**src/rtl/multicycle_pkg.sv**
```systemverilog
// Shared encodings for the multicycle MIPS control FSM: state codes, opcodes
// and datapath mux/ALU select codes.
`timescale 1ns/1ps
package multicycle_pkg;

  typedef enum logic [3:0] {
    S_START     = 4'd0,
    S_FETCH     = 4'd1,
    S_DECODE    = 4'd2,
    S_MEM_ADDR  = 4'd3,
    S_MEM_READ  = 4'd4,
    S_MEM_WB    = 4'd5,
    S_MEM_WRITE = 4'd6,
    S_R_EXEC    = 4'd7,
    S_R_WB      = 4'd8,
    S_BRANCH    = 4'd9,
    S_JUMP      = 4'd10,
    S_I_EXEC    = 4'd11,
    S_I_WB      = 4'd12,
    S_TRAP      = 4'd13,
    S_JAL       = 4'd14
  } state_t;

  localparam logic [5:0] OP_RTYPE = 6'b000000;
  localparam logic [5:0] OP_LW    = 6'b100011;
  localparam logic [5:0] OP_SW    = 6'b101011;
  localparam logic [5:0] OP_BEQ   = 6'b000100;
  localparam logic [5:0] OP_BNE   = 6'b000101;
  localparam logic [5:0] OP_J     = 6'b000010;
  localparam logic [5:0] OP_ADDI  = 6'b001000;
  localparam logic [5:0] OP_ANDI  = 6'b001100;
  localparam logic [5:0] OP_JAL   = 6'b000011;

  localparam logic [1:0] ALUOP_ADD   = 2'b00;
  localparam logic [1:0] ALUOP_SUB   = 2'b01;
  localparam logic [1:0] ALUOP_FUNCT = 2'b10;
  localparam logic [1:0] ALUOP_AND   = 2'b11;

  localparam logic [1:0] SRCB_RT    = 2'b00;
  localparam logic [1:0] SRCB_FOUR  = 2'b01;
  localparam logic [1:0] SRCB_IMM   = 2'b10;
  localparam logic [1:0] SRCB_SHIMM = 2'b11;

  localparam logic [1:0] PCSRC_ALU    = 2'b00;
  localparam logic [1:0] PCSRC_ALUOUT = 2'b01;
  localparam logic [1:0] PCSRC_JUMP   = 2'b10;

  function automatic logic is_mem_state(input state_t s);
    return (s == S_FETCH) || (s == S_MEM_READ) || (s == S_MEM_WRITE);
  endfunction

endpackage

```
**src/rtl/mem_wait_timer.sv**
```systemverilog
// Counts stalled cycles in a memory state; o_expired flags that a stall in the
// current cycle would bring the count to MEM_TIMEOUT (0 disables expiry).
`timescale 1ns/1ps
module mem_wait_timer #(
  parameter int MEM_TIMEOUT = 16,
  parameter int CNT_W       = 8
) (
  input  logic clk,
  input  logic rst_n,
  input  logic i_clr,
  input  logic i_en,
  output logic o_expired
);

  localparam logic [CNT_W-1:0] LIMIT = (MEM_TIMEOUT == 0) ? '0 : CNT_W'(MEM_TIMEOUT - 1);

  logic [CNT_W-1:0] r_cnt;

  always_ff @(posedge clk or negedge rst_n) begin
    if (!rst_n) begin
      r_cnt <= '0;
    end else if (i_clr) begin
      r_cnt <= '0;
    end else if (i_en && (r_cnt != '1)) begin
      r_cnt <= r_cnt + 1'b1;
    end
  end

  assign o_expired = (MEM_TIMEOUT != 0) && (r_cnt == LIMIT);

endmodule

```
**src/rtl/multicycle_control.sv**
```systemverilog
// Moore control FSM for the multicycle MIPS datapath with memory-ready wait,
// bounded by MEM_TIMEOUT, and a sticky trap. Define CTRL_JAL_EN to add jal.
`timescale 1ns/1ps
module multicycle_control
  import multicycle_pkg::*;
#(
  parameter int MEM_TIMEOUT = 16,
  parameter int CNT_W       = 8
) (
  input  logic       clk,
  input  logic       rst_n,
  input  logic [5:0] opCode,
  input  logic       memReady,
  output logic       pcWrite,
  output logic       pcWriteCond,
  output logic       pcWriteCondNe,
  output logic       iorD,
  output logic       memRead,
  output logic       memWrite,
  output logic       irWrite,
  output logic       memReg,
  output logic       regDst,
  output logic       regWrite,
  output logic       ALUSrcA,
  output logic [1:0] ALUSrcB,
  output logic [1:0] ALUOp,
  output logic [1:0] PCSource,
  output logic       trap,
`ifdef CTRL_JAL_EN
  output logic       link,
`endif
  output logic [3:0] state
);

  state_t     r_state;
  state_t     w_next;
  logic [5:0] r_op;
  logic       w_expired;
  logic       w_stall;
  logic       w_clr;

  always_ff @(posedge clk or negedge rst_n) begin
    if (!rst_n) begin
      r_state <= S_START;
      r_op    <= '0;
    end else begin
      r_state <= w_next;
      if (r_state == S_DECODE) r_op <= opCode;
    end
  end

  // Any state change restarts the wait count, so every memory state starts at 0.
  assign w_stall = is_mem_state(r_state) && !memReady;
  assign w_clr   = (w_next != r_state);

  mem_wait_timer #(
    .MEM_TIMEOUT (MEM_TIMEOUT),
    .CNT_W       (CNT_W)
  ) u_timer (
    .clk       (clk),
    .rst_n     (rst_n),
    .i_clr     (w_clr),
    .i_en      (w_stall),
    .o_expired (w_expired)
  );

  always_comb begin
    w_next = r_state;
    case (r_state)
      S_START:  w_next = S_FETCH;
      S_FETCH:  if (memReady) w_next = S_DECODE; else if (w_expired) w_next = S_TRAP;
      S_DECODE: begin
        case (opCode)
          OP_LW, OP_SW:     w_next = S_MEM_ADDR;
          OP_RTYPE:         w_next = S_R_EXEC;
          OP_BEQ, OP_BNE:   w_next = S_BRANCH;
          OP_J:             w_next = S_JUMP;
          OP_ADDI, OP_ANDI: w_next = S_I_EXEC;
`ifdef CTRL_JAL_EN
          OP_JAL:           w_next = S_JAL;
`endif
          default:          w_next = S_TRAP;
        endcase
      end
      S_MEM_ADDR:  w_next = (r_op == OP_LW) ? S_MEM_READ : S_MEM_WRITE;
      S_MEM_READ:  if (memReady) w_next = S_MEM_WB; else if (w_expired) w_next = S_TRAP;
      S_MEM_WB:    w_next = S_FETCH;
      S_MEM_WRITE: if (memReady) w_next = S_FETCH; else if (w_expired) w_next = S_TRAP;
      S_R_EXEC:    w_next = S_R_WB;
      S_R_WB:      w_next = S_FETCH;
      S_BRANCH:    w_next = S_FETCH;
      S_JUMP:      w_next = S_FETCH;
      S_I_EXEC:    w_next = S_I_WB;
      S_I_WB:      w_next = S_FETCH;
      S_TRAP:      w_next = S_TRAP;
`ifdef CTRL_JAL_EN
      S_JAL:       w_next = S_FETCH;
`endif
      default:     w_next = S_TRAP;
    endcase
  end

  always_comb begin
    pcWrite       = 1'b0;
    pcWriteCond   = 1'b0;
    pcWriteCondNe = 1'b0;
    iorD          = 1'b0;
    memRead       = 1'b0;
    memWrite      = 1'b0;
    irWrite       = 1'b0;
    memReg        = 1'b0;
    regDst        = 1'b0;
    regWrite      = 1'b0;
    ALUSrcA       = 1'b0;
    ALUSrcB       = SRCB_RT;
    ALUOp         = ALUOP_ADD;
    PCSource      = PCSRC_ALU;
    trap          = 1'b0;
`ifdef CTRL_JAL_EN
    link          = 1'b0;
`endif
    case (r_state)
      S_FETCH: begin
        memRead = 1'b1;
        ALUSrcB = SRCB_FOUR;
        pcWrite = memReady;
        irWrite = memReady;
      end
      S_DECODE:    ALUSrcB = SRCB_SHIMM;
      S_MEM_ADDR:  begin ALUSrcA = 1'b1; ALUSrcB = SRCB_IMM; end
      S_MEM_READ:  begin memRead = 1'b1; iorD = 1'b1; end
      S_MEM_WB:    begin memReg = 1'b1; regWrite = 1'b1; end
      S_MEM_WRITE: begin memWrite = 1'b1; iorD = 1'b1; end
      S_R_EXEC:    begin ALUSrcA = 1'b1; ALUOp = ALUOP_FUNCT; end
      S_R_WB:      begin regDst = 1'b1; regWrite = 1'b1; end
      S_BRANCH: begin
        ALUSrcA       = 1'b1;
        ALUOp         = ALUOP_SUB;
        PCSource      = PCSRC_ALUOUT;
        pcWriteCond   = (r_op == OP_BEQ);
        pcWriteCondNe = (r_op == OP_BNE);
      end
      S_JUMP:      begin pcWrite = 1'b1; PCSource = PCSRC_JUMP; end
      S_I_EXEC: begin
        ALUSrcA = 1'b1;
        ALUSrcB = SRCB_IMM;
        ALUOp   = (r_op == OP_ANDI) ? ALUOP_AND : ALUOP_ADD;
      end
      S_I_WB:      regWrite = 1'b1;
      S_TRAP:      trap = 1'b1;
`ifdef CTRL_JAL_EN
      S_JAL: begin
        pcWrite  = 1'b1;
        PCSource = PCSRC_JUMP;
        regWrite = 1'b1;
        link     = 1'b1;
      end
`endif
      default: ;
    endcase
  end

  assign state = r_state;

endmodule

```
**config.mk**
```make
export PLATFORM = sky130hd
export DESIGN_NAME = multicycle_control
export DESIGN_NICKNAME = d
export VERILOG_FILES = /design/src/rtl/multicycle_pkg.sv /design/src/rtl/mem_wait_timer.sv /design/src/rtl/multicycle_control.sv
export SDC_FILE = /design/constraint.sdc
export NUM_CORES = 1
export LEC_CHECK = 0
export ABC_AREA = 1
export CAP_MARGIN = 20
export CORE_MARGIN = 1
export CORE_UTILIZATION = 50
export CTS_BUF_LIST = sky130_fd_sc_hd__clkbuf_8
export CTS_CLUSTER_DIAMETER = 150
export DETAILED_ROUTE_END_ITERATION = 8
export PLACE_DENSITY = 0.75
export SYNTH_ARGS = -nofsm -noshare
export SYNTH_HDL_FRONTEND = slang
export SYNTH_SLANG_ARGS = --single-unit
```
**constraint.sdc**
```tcl
create_clock -name clk -period 2.1 [get_ports clk]
set_clock_uncertainty 0.1 [all_clocks]
set_input_delay 0.42 -clock clk [delete_from_list [all_inputs] [get_ports clk]]
set_output_delay 0.42 -clock clk [all_outputs]
set_load 0.01 [all_outputs]
```
### After elaboration in Yosys (flattened, before gate mapping)

Index checks and enable logic that the tools add are counted.

* bits in registers: 18
* output and inout port bits: 22
* logic and storage cells: 73

* $add $sub $neg: 1
* eq/ne operators: 27
* mux-type cells: 25
* reductions and logical operators: 17

Operator list (number)
* one-hot mux 4 bit (8 select lines): 1
* == test 4 bit, second input constant: 6
* == test 6 x 3 -> 1 bit, second input constant: 4
* one-hot mux 4 bit (5 select lines): 1
* == test 6 x 4 -> 1 bit, second input constant: 3
* == test 6 bit, second input constant: 3
* == test 4 x 3 -> 1 bit, second input constant: 4
* two-way mux 4 bit: 4
* two-way mux 8 bit: 2
* one-hot mux 2 bit (3 select lines): 2
* OR reduction 2 bit: 6
* two-way mux 1 bit: 11
* adder 8 x 1 -> 8 bit, second input constant: 1
* == test 4 x 2 -> 1 bit, second input constant: 2
* == test 8 x 4 -> 1 bit, second input constant: 1
* != test 8 bit, second input constant: 1
* == test 6 x 2 -> 1 bit, second input constant: 1
* zero test 6 bit: 1
* OR reduction 6 bit: 1
* == test 4 x 1 -> 1 bit, second input constant: 1
* zero test 4 bit: 1
* two-way mux 2 bit: 2
* != test 4 bit: 1
* one-hot mux 2 bit (2 select lines): 1
* other kinds (7): 9

### Logic depth before layout (Yosys ltp)

Gate-level depths: netlist of the first run.

* depth after elaboration: 7
* mapped depth: 13
* mapped depth without buffers: 13

### By module

Synthesis of the first run repeated with hierarchy kept, for this count alone.

* cells, all modules: 230
* area total of the unflattened synthesis: 1418.9 µm²

By module, submodules not included
* multicycle_control: times used 1, cells each 156, area an instance 894.6 µm², seq. area each 250.2 µm²
* mem_wait_timer: times used 1, cells each 74, area an instance 524.3 µm², seq. area each 200.2 µm²

### Worst setup path before layout of the first run

No wires, ideal clock.

* path kind: register -> output
* from: register r_state[0] (netlist: state[0])
* to: output port ALUOp[0]
* arrival: 1299 ps
* data required time: 1580 ps
* slack: 281 ps
* cell stages (with the launch flop): 4
* buffers on the path: 0
* cell sequence: dfrtp_1 -> nand2_1 -> or4_1 -> nand2_1

* cells in the longest elaborated chain, start to end: 2
* elaborated cells between the ends (all ways): 4
* classes of those cells: eq/ne: 3; mux: 1

Ends and longest elaborated chain
* start, declared: line multicycle_control.sv:35 `state_t r_state;`
* start signal, assigned: line multicycle_control.sv:47 `r_state <= w_next;`
* == test 4 bit / == test 4 x 3 -> 1 bit (equally long branches): line multicycle_control.sv:122 `case (r_state)`
* one-hot mux 2 bit (3 select lines) (*): line multicycle_control.sv:122
* end, declared: line multicycle_control.sv:26 `output logic [1:0] ALUOp,`

Every way passes the cells marked *; elsewhere a longest branch is shown, timed or not.

### Worst setup path in the final report of the first run

* from: register r_op[5]
* to: output port ALUOp[0]

* cells in the longest elaborated chain, start to end: 3

Ends and longest elaborated chain
* start, declared: line multicycle_control.sv:37 `logic [5:0] r_op;`
* start signal, assigned: line multicycle_control.sv:48 `if (r_state == S_DECODE) r_op <= opCode;`
* == test 6 x 4 -> 1 bit: line multicycle_control.sv:147 `ALUOp = (r_op == OP_ANDI) ? ALUOP_AND : ALUOP_ADD;`
* two-way mux 2 bit: line multicycle_control.sv:147
* one-hot mux 2 bit (3 select lines): line multicycle_control.sv:122

Every way passes these cells.

==> metrics.log, run 1 <==
[metrics] final-layout fill cell count: 188
[metrics] Final min period: 2.09 ns
[metrics] post-layout net count: 288
[metrics] depth of the CTS H-tree: 1
[metrics] crit path DAT: 1.57 ns
[metrics] first-pass GRT wire length: 6250 um
[metrics] die outline area: 0.00302 mm2
[metrics] Horiz. Die Dim: 55.0 um
[metrics] TritonCTS clock tree: built
[metrics] maximum number of pins on one net before global-route repair: 19
[metrics] count of final max-slew check failures: 0
[metrics] max_slew headroom: 0.828
[metrics] cts bufs inserted: 3
[metrics] number of standard cells after synthesis: 216
[metrics] Die Y: 55.0 um
[metrics] most area-consuming cells after synthesis: dfrtp_1 (32%), nand2_1 (17%), nor2_1 (7.5%), inv_1 (6.4%), nand3_1 (5.7%)
[metrics] Clock Pin Slew Worst Setup and Hold Paths: 0.07 ns
[metrics] post-synthesis sequential area ratio: 0.321
[metrics] count of warnings emitted by yosys: 0
[metrics] number of register bits inferred by synthesis: 18
[metrics] number of global-route vias before repair: 1420
[metrics] crit path max-delay cell type: or4_4
[metrics] global placer's final weighted congestion: 0.885
[metrics] number of top-level design ports: 31
[metrics] launching element of the worst setup path: r_op[5]
[metrics] vias per inst: 5.20
[metrics] classification of the worst setup path: flip-flop to output pin
[metrics] share of the synthesized area in the top cell type: 0.321
[metrics] path category of the worst min-delay check: input port to asynchronous set/reset pin
[metrics] Tot Pwr: 2420 uW
[metrics] result of the run: finished clean
[metrics] Critical Path Fanout Max: 2
[metrics] fraction of final layout cells with drive strength greater than 1: 0.296
[metrics] number of maximum-capacitance violations: 0
[metrics] DP Area: 0.00193 mm2
[metrics] power per cell area: 1210 mW/mm2
[metrics] half-perimeter wire length after detailed placement: 3250 um
[metrics] dominant cell type by area after synthesis: dfrtp_1
[metrics] PortBufs: 30
[metrics] Final Hold Fails: 0
[metrics] Post-DRT Antenna Nets: 0
[metrics] top achievable clock speed: 479 MHz
[metrics] setup-violating endpoint count in the final report: 0
[metrics] total non-filler cell area in the finished layout: 0.00201 mm2
[metrics] cell-by-cell listing of the critical path: or2_4, or4_4, nand2_1, buf_2
[metrics] total leakage power: 0.00110 uW
[metrics] Max rail drop VDD: 0.880 mV
[metrics] Synthesized Nets: 226
[metrics] overall overflow remaining after global route: 0
[metrics] synthesized area per cell: 6.49 um2
[metrics] First DRT Iteration DRCs: 59
[metrics] RSZ-0062 raised after global routing: yes
[metrics] Data required, critical path: 1.58 ns
[metrics] area growth from synthesis to final layout: 43.2%
[metrics] Diodes inserted: 0
[metrics] ratio of final minimum period to clock period: 0.993
[metrics] Max clock buf depth: 2
[metrics] Routed WL: 4050 um
[metrics] Critical Path End Type: output pin
[metrics] cell area after technology mapping: 0.00140 mm2
[metrics] CTS Sinks: 18
[metrics] vias after detailed routing: 1596
[metrics] CP Launch Type: flip-flop
[metrics] CTS root buf: clkbuf_8
[metrics] Slowest Stage Delay on Critical Path: 0.49 ns
[metrics] Core Footprint: 0.00257 mm2
[metrics] antenna violations before repair: 0
[metrics] per-cell routed wire length: 13.2 um
[metrics] slew at the pin closest to its max-slew limit: 0.255 ns
[metrics] clk_lat worst skew: 0.25 ns
[metrics] DRC violations left: 0
[metrics] combined global-route utilization of all metal layers: 0.295
[metrics] DR pass1 iterations: 4
[metrics] post-synthesis cell type count: 26
[metrics] launching point of the worst reg2reg path: state[0]
[metrics] starting density of the core: 0.546
[metrics] number of standard-cell rows in the floorplan: 18
-- layout make-up --
class	count	area [um2]	share of cell area
timing repair buffer	58	484	0.241
multi-input combinational	166	862	0.429
sequential	18	450	0.224
inverter	31	119	0.0592
tap	30	37.5	0.0187
clock buffer	4	55.1	0.0274
-- sequential cells by signal (all words and copies together) (netlist names) --
name / flops
u_timer.r_cnt: 8
r_op: 6
state: 4
-- cell families (layout without fill, tap and decap cells) --
group,after synthesis,count (layout),share of synthesized area
simple gates,146,146,0.494
xor+xnor,2,2,0.0125
compound gates,17,17,0.0749
flops,18,18,0.321
buf+inv,32,93,0.0883
fa+ha+maj,1,1,0.00892
-- cells in the final DEF, fill, tap and decap left out, drive strengths merged, types with 2 or more instances in the layout --
cell	synthesis	final
a21oi	2	2
buf	1	32
clkbuf	0	6
clkdlybuf4s50	0	10
dfrtp	18	18
dlygate4sd2	0	11
dlymetal6s2s	0	3
inv	31	31
nand2	74	74
nand3	18	18
nand4	7	7
nor2	42	42
nor3	2	2
o21ai	11	11
o21bai	2	2
-- Yosys cell counts --
cell type	count
nor2_4	2
nand2_2	6
nor2_2	12
buf_4	1
xor2_1	1
nor2_1	28
or2_2	1
dfrtp_1	18
nand2_1	65
a21oi_2	2
nand3b_1	1
o211ai_1	1
nand2_4	3
nor3_1	2
nand3_2	2
inv_1	24
xnor2_1	1
o22ai_1	1
o21ai_2	1
ha_1	1
inv_2	7
nand4_1	7
o21bai_1	2
o21ai_0	10
nand3_1	16
or4_1	1
-- report_power, final --
group	internal (uW)	switching [uW]
Clock	166	114
Combinational	678	947
Sequential	446	70.5
Total	1290	1130
-- through the flow --
step           setup TNS (ns)  utilization  cells  hold WS [ns]  worst slack [ns]
6_report                    0        0.782    307         0.390            0.0138
5_1_grt               -0.0229        0.782    307         0.424           -0.0178
4_1_cts               -0.0134        0.766    305         0.398           -0.0134
3_5_place_dp            -1.74        0.751    301         0.450            -0.168
3_3_place_gp           -0.489        0.751    301         0.426            -0.147
2_1_floorplan               0            -    216        0.0244             0.281
-- layer usage --
metal,global-route usage,vias to the layer above,part of all wire
met4,0.0833,0,0.0062
met1,0.381,739,0.44
met3,0.0164,4,0.047
met5,0,-,0
met2,0.528,53,0.50
li1,-,800,-
-- what timing repair did --
action / in CTS / in global routing
cloned: 0 / 0
endpoints found under the setup margin: 17 / 16
hold buffers: 0 / 0
gates resized for setup: 32 / 18
pin swaps: 2 / 3
buffers inserted: 0 / 2
hold endpoints to repair: 0 / 0
-- worst paths after layout --
path	end	slack [ns]	depth (start not counted)
hold reg to reg	r_op[2]	0.48	2
setup / recovery	ALUOp[0]	0.01	4
hold / removal	u_timer.r_cnt[7]	0.39	2
max in group asynchronous	u_timer.r_cnt[3]	1.31	2
setup reg to reg	u_timer.r_cnt[4]	0.16	11
min in group clk	r_op[0]	0.43	3
-- worst max-delay path: cells and delay by family (launching register included) --
family                 cells  cell delay [ns]
AND/OR/NAND/NOR            3             0.80
buffers and inverters      1             0.13
flip-flops                 1             0.40
No activity file was read; power rests on OpenSTA's default activity.
==> run 2, diff against run 1 <==
CORE_MARGIN = 2   (was 1)
GPL_TIMING_DRIVEN = 0   (was unset)
==> run 2 against run 1 <==
Net effect:
- cell count down 4.2%
- critical endpoint is now ALUOp[1]
- fmax down 0.40%
- total power down 3.8%
- largest cell class unchanged
- sequential cell count unchanged
- global-route usage down 5.6 points
- worst hold slack better by 0.027 ns
- die area up 7.4%
- sequential share of layout area up 1.1 points
==> metrics.log, run 2 (synthesis gave the netlist of run 1 again) <==
[metrics] slew at the pin closest to its max-slew limit: 0.828 ns
[metrics] path category of the worst min-delay check: input port to flip-flop
[metrics] Tot Pwr: 2330 uW
[metrics] Critical Path Fanout Max: 5
[metrics] power per cell area: 1200 mW/mm2
[metrics] Routed WL: 3660 um
[metrics] ratio of final minimum period to clock period: 0.997
[metrics] total leakage power: 0.00105 uW
[metrics] Critical Path End Type: output pin
[metrics] half-perimeter wire length after detailed placement: 2550 um
[metrics] max_slew headroom: 0.447
[metrics] Max rail drop VDD: 0.839 mV
[metrics] count of final max-slew check failures: 0
[metrics] DR pass1 iterations: 4
[metrics] overall overflow remaining after global route: 0
[metrics] setup-violating endpoint count in the final report: 0
[metrics] max FFs per register: 8
[metrics] utilization of the core after routing: 0.715
[metrics] launching element of the worst setup path: state[2]
[metrics] depth of the CTS H-tree: 1
[metrics] antenna violations before repair: 0
[metrics] crit path max-delay cell type: or4_4
[metrics] starting density of the core: 0.518
[metrics] Post-DRT Antenna Nets: 0
[metrics] first-pass GRT wire length: 6210 um
[metrics] number of global-route vias before repair: 1402
[metrics] cts bufs inserted: 3
[metrics] fraction of final layout cells with drive strength greater than 1: 0.293
[metrics] clk_lat worst skew: 0.25 ns
[metrics] CTS Sinks: 18
[metrics] most used cells in the layout excluding fill and tap cells: nand2_1 (63), nor2_1 (23), inv_1 (21), nand3_1 (16), nor2_2 (15)
[metrics] Core Footprint: 0.00271 mm2
[metrics] register with the most flip-flops: u_timer.r_cnt
[metrics] classification of the worst setup path: flip-flop to output pin
[metrics] most common library cell in the layout ignoring fill and taps: nand2_1
[metrics] PortBufs: 30
[metrics] crit path DAT: 1.57 ns
[metrics] Final min period: 2.09 ns
[metrics] RSZ-0062 raised after global routing: yes
[metrics] Die Y: 57.0 um
[metrics] number of standard-cell rows in the floorplan: 19
[metrics] vias after detailed routing: 1529
[metrics] Fin Hold WS: 0.417 ns
[metrics] First DRT Iteration DRCs: 73
[metrics] maximum number of pins on one net before global-route repair: 19
[metrics] hold path startpoint: opCode[3]
[metrics] CP Launch Type: flip-flop
[metrics] TritonCTS clock tree: built
[metrics] final setup slack of the worst path: 0.00549 ns
[metrics] Max clock buf depth: 2
[metrics] global placer's final weighted congestion: 0.901
[metrics] number of top-level design ports: 31
[metrics] result of the run: finished clean
[metrics] final-layout fill cell count: 218
[metrics] Clock Pin Slew Worst Setup and Hold Paths: 0.07 ns
[metrics] CTS root buf: clkbuf_8
[metrics] post-layout net count: 274
[metrics] number of maximum-capacitance violations: 0
[metrics] Final Hold Fails: 0
[metrics] DRC violations left: 0
[metrics] Data required, critical path: 1.58 ns
[metrics] cell-by-cell listing of the critical path: inv_4, nand2_4, or4_4, nand2_1, buf_2
[metrics] Diodes inserted: 0
[metrics] Fin Setup TNS: 0 ns
[metrics] vias per inst: 5.20
[metrics] per-cell routed wire length: 12.4 um
[metrics] combined global-route utilization of all metal layers: 0.238
[metrics] Slowest Stage Delay on Critical Path: 0.52 ns
[metrics] launching point of the worst reg2reg path: state[3]
[metrics] area growth from synthesis to final layout: 38.1%
[metrics] die outline area: 0.00325 mm2
[metrics] top achievable clock speed: 477 MHz
[metrics] Horiz. Die Dim: 57.0 um
[metrics] pre-CTS worst setup slack: -0.281 ns
run 2: changes by cell type in the layout (fill, tap and decap cells not counted), sizes merged:
cell           previous run  this run
clkdlybuf4s15             0         1
clkdlybuf4s50            10        11
dlymetal6s2s              3         4
buf                      32        17
dlygate4sd2              11         9
run 2: path summary, 6_finish.rpt:
path / end / slack, ns / cells after the start
hold / removal: r_op[3] / 0.42 / 3
hold reg to reg: r_op[4] / 0.43 / 2
setup reg to reg: u_timer.r_cnt[0] / 0.22 / 12
max in group asynchronous: state[2] / 0.79 / 1
setup / recovery: ALUOp[1] / 0.005 / 5
min in group asynchronous: state[3] / 0.54 / 1
run 2: layout make-up:
class | instances | area (um2) | share of cell area
multi-input cells | 166 | 882 | 0.455
flip-flops and latches | 18 | 455 | 0.235
repair buffers | 43 | 373 | 0.193
inverters | 31 | 121 | 0.0627
clock buffers | 4 | 55.1 | 0.0284
well taps | 31 | 38.8 | 0.0200
plain buffers | 1 | 11.3 | 0.00581
run 2: metal layers:
metal	vias up	global-route usage	wire, um
met1	682	0.319	1630
met2	58	0.389	1690
met3	12	0.0385	237
met5	-	0	0
li1	777	-	-
met4	0	0.0897	99
run 2: worst max-delay path: cells and delay by family (launching register included):
| kind | cells | cell delay [ns] |
|---|---|---|
| flip-flops | 1 | 0.44 |
| AND/OR/NAND/NOR | 3 | 0.68 |
| buffers and inverters | 2 | 0.21 |
run 2: repair_timing:
action / 4_1_cts / 5_1_grt
endpoints found under the hold margin: 0 / 0
setup endpoints to repair: 17 / 17
gates cloned: 0 / 0
gates resized for setup: 44 / 15
pin swaps: 4 / 5
hold buffers: 0 / 0
buffers inserted: 12 / 1
run 2: metrics by stage:
step / instance area (um2) / instances
2_1_floorplan: 1400 / 216
3_3_place_gp: 1740 / 277
3_5_place_dp: 1740 / 277
4_1_cts: 1910 / 293
5_1_grt: 1940 / 294
6_report: 1940 / 294
run 2: report_power, final:
group / internal [uW] / leakage, uW / switching (uW)
sequential: 452 / 0.000230 / 111
combinational: 593 / 0.000792 / 889
clock: 167 / 0.0000288 / 118
total: 1210 / 0.00105 / 1120
==> run 3, diff against run 2 <==
PLACE_DENSITY = 0.78   (was 0.75)
==> run 3 against run 2 <==
Net effect:
- the flow now finishes with violations (negative setup slack)
- worst hold slack got worse by 0.017 ns
- sequential share of layout area fell by 0.52 points
- register-to-register slack got worse by 0.03 ns
- critical path type unchanged
- highest routed layer unchanged
==> metrics.log, run 3 (synthesis gave the netlist of run 1 again) <==
[metrics] result of the run: finished with violations
[metrics] violated checks: negative setup slack
[metrics] CP Launch Type: flip-flop
[metrics] per-cell routed wire length: 12.8 um
[metrics] Max rail drop VDD: 0.868 mV
[metrics] global placer's final weighted congestion: 0.888
[metrics] pre-CTS worst setup slack: -0.302 ns
[metrics] depth of the CTS H-tree: 1
[metrics] CTS Sinks: 18
[metrics] Final Hold Fails: 0
[metrics] cts bufs inserted: 3
[metrics] launching point of the worst reg2reg path: state[0]
[metrics] launching element of the worst setup path: state[0]
[metrics] Critical Path Fanout Max: 4
[metrics] number of global-route vias before repair: 1434
[metrics] path category of the worst min-delay check: input port to flip-flop
[metrics] maximum number of pins on one net before global-route repair: 19
[metrics] classification of the worst setup path: flip-flop to output pin
[metrics] area growth from synthesis to final layout: 41.2%
[metrics] number of top-level design ports: 31
[metrics] combined global-route utilization of all metal layers: 0.249
[metrics] top achievable clock speed: 472 MHz
[metrics] max FFs per register: 8
[metrics] Fin Setup TNS: -0.0342 ns
[metrics] Clock Pin Slew Worst Setup and Hold Paths: 0.07 ns
[metrics] setup-violating endpoint count in the final report: 2
[metrics] vias after detailed routing: 1530
[metrics] most used cells in the layout excluding fill and tap cells: nand2_1 (63), nor2_1 (23), inv_1 (22), nand3_1 (16)
[metrics] half-perimeter wire length after detailed placement: 2690 um
[metrics] count of final max-slew check failures: 0
[metrics] register with the most flip-flops: u_timer.r_cnt
[metrics] crit path DAT: 1.60 ns
[metrics] hold path cells: 3
[metrics] hold path startpoint: opCode[0]
[metrics] Tot Pwr: 2400 uW
[metrics] vias per inst: 5.15
[metrics] first-pass GRT wire length: 6260 um
[metrics] r2r worst-path depth: 10
[metrics] Final min period: 2.12 ns
[metrics] final-layout fill cell count: 228
[metrics] power per cell area: 1210 mW/mm2
[metrics] total area of sequential cells: 455 um2
[metrics] max_slew headroom: 0.434
[metrics] RSZ-0062 raised after global routing: yes
[metrics] Max clock buf depth: 2
[metrics] Die Y: 57.0 um
[metrics] total leakage power: 0.00107 uW
[metrics] ratio of final minimum period to clock period: 1.01
[metrics] First DRT Iteration DRCs: 69
[metrics] Critical Path End Type: output pin
[metrics] slew at the pin closest to its max-slew limit: 0.846 ns
[metrics] most common library cell in the layout ignoring fill and taps: nand2_1
[metrics] fraction of final layout cells with drive strength greater than 1: 0.297
[metrics] Horiz. Die Dim: 57.0 um
[metrics] Routed WL: 3810 um
[metrics] Post-DRT Antenna Nets: 0
[metrics] Diodes inserted: 0
[metrics] starting density of the core: 0.518
[metrics] Data required, critical path: 1.58 ns
[metrics] overall overflow remaining after global route: 0
[metrics] TritonCTS clock tree: built
[metrics] final setup slack of the worst path: -0.0187 ns
[metrics] Core Footprint: 0.00271 mm2
[metrics] die outline area: 0.00325 mm2
[metrics] PortBufs: 30
[metrics] CTS root buf: clkbuf_8
[metrics] clk_lat worst skew: 0.25 ns
[metrics] DRC violations left: 0
[metrics] multi-input logic area: 892 um2
[metrics] DR pass1 iterations: 4
[metrics] post-layout net count: 278
[metrics] antenna violations before repair: 0
[metrics] number of maximum-capacitance violations: 0
[metrics] number of standard-cell rows in the floorplan: 19
run 3: power breakdown:
part | leakage (uW) | internal [uW] | total (uW) | switching (uW)
logic | 0.000819 | 664 | 1610 | 943
clock network | 0.0000216 | 128 | 243 | 115
registers | 0.000230 | 452 | 546 | 93.7
run 3: layout make-up:
cell class / instances / area share
Buffer: 1 / 0.00569
Multi-Input combinational cell: 166 / 0.450
Clock buffer: 3 / 0.0208
Inverter: 31 / 0.0657
Tap cell: 31 / 0.0196
Sequential cell: 18 / 0.230
Timing Repair Buffer: 47 / 0.208
run 3: critical path, stage by stage, from the launching register on:
cell and delay [ns]:
dfrtp_2 0.40, buf_4 0.14, nand2_2 0.07, or4_4 0.55, nand2_1 0.07, buf_2 0.12
run 3: path summary, 6_finish.rpt:
path / endpoint / slack, ns
worst min-delay path: r_op[0] / 0.40
max in group asynchronous: state[2] / 0.78
min in group asynchronous: u_timer.r_cnt[7] / 0.55
worst min register to register: r_op[4] / 0.41
worst max register to register: u_timer.r_cnt[3] / 0.19
worst max-delay path: ALUOp[1] / -0.02
run 3: metal layers:
metal,part of all wire,GRT usage
met1,0.43,0.325
met2,0.46,0.386
met3,0.074,0.0499
met4,0.035,0.140
met5,0,0
run 3: timing repair:
action                                  CTS  global route
hold buffers                              0             0
resized for setup                        47            21
endpoints found under the setup margin   17            17
buffers inserted                         12             5
pin swaps                                 1             7
run 3: stage by stage:
step,utilization,hold slack [ns],area (um2),std cells
2_1_floorplan,-,0.0244,1400,216
5_1_grt,0.731,0.431,1980,297
4_1_cts,0.710,0.412,1920,292
3_3_place_gp,0.643,0.371,1740,277
6_report,0.731,0.400,1980,297
3_5_place_dp,0.643,0.390,1740,277
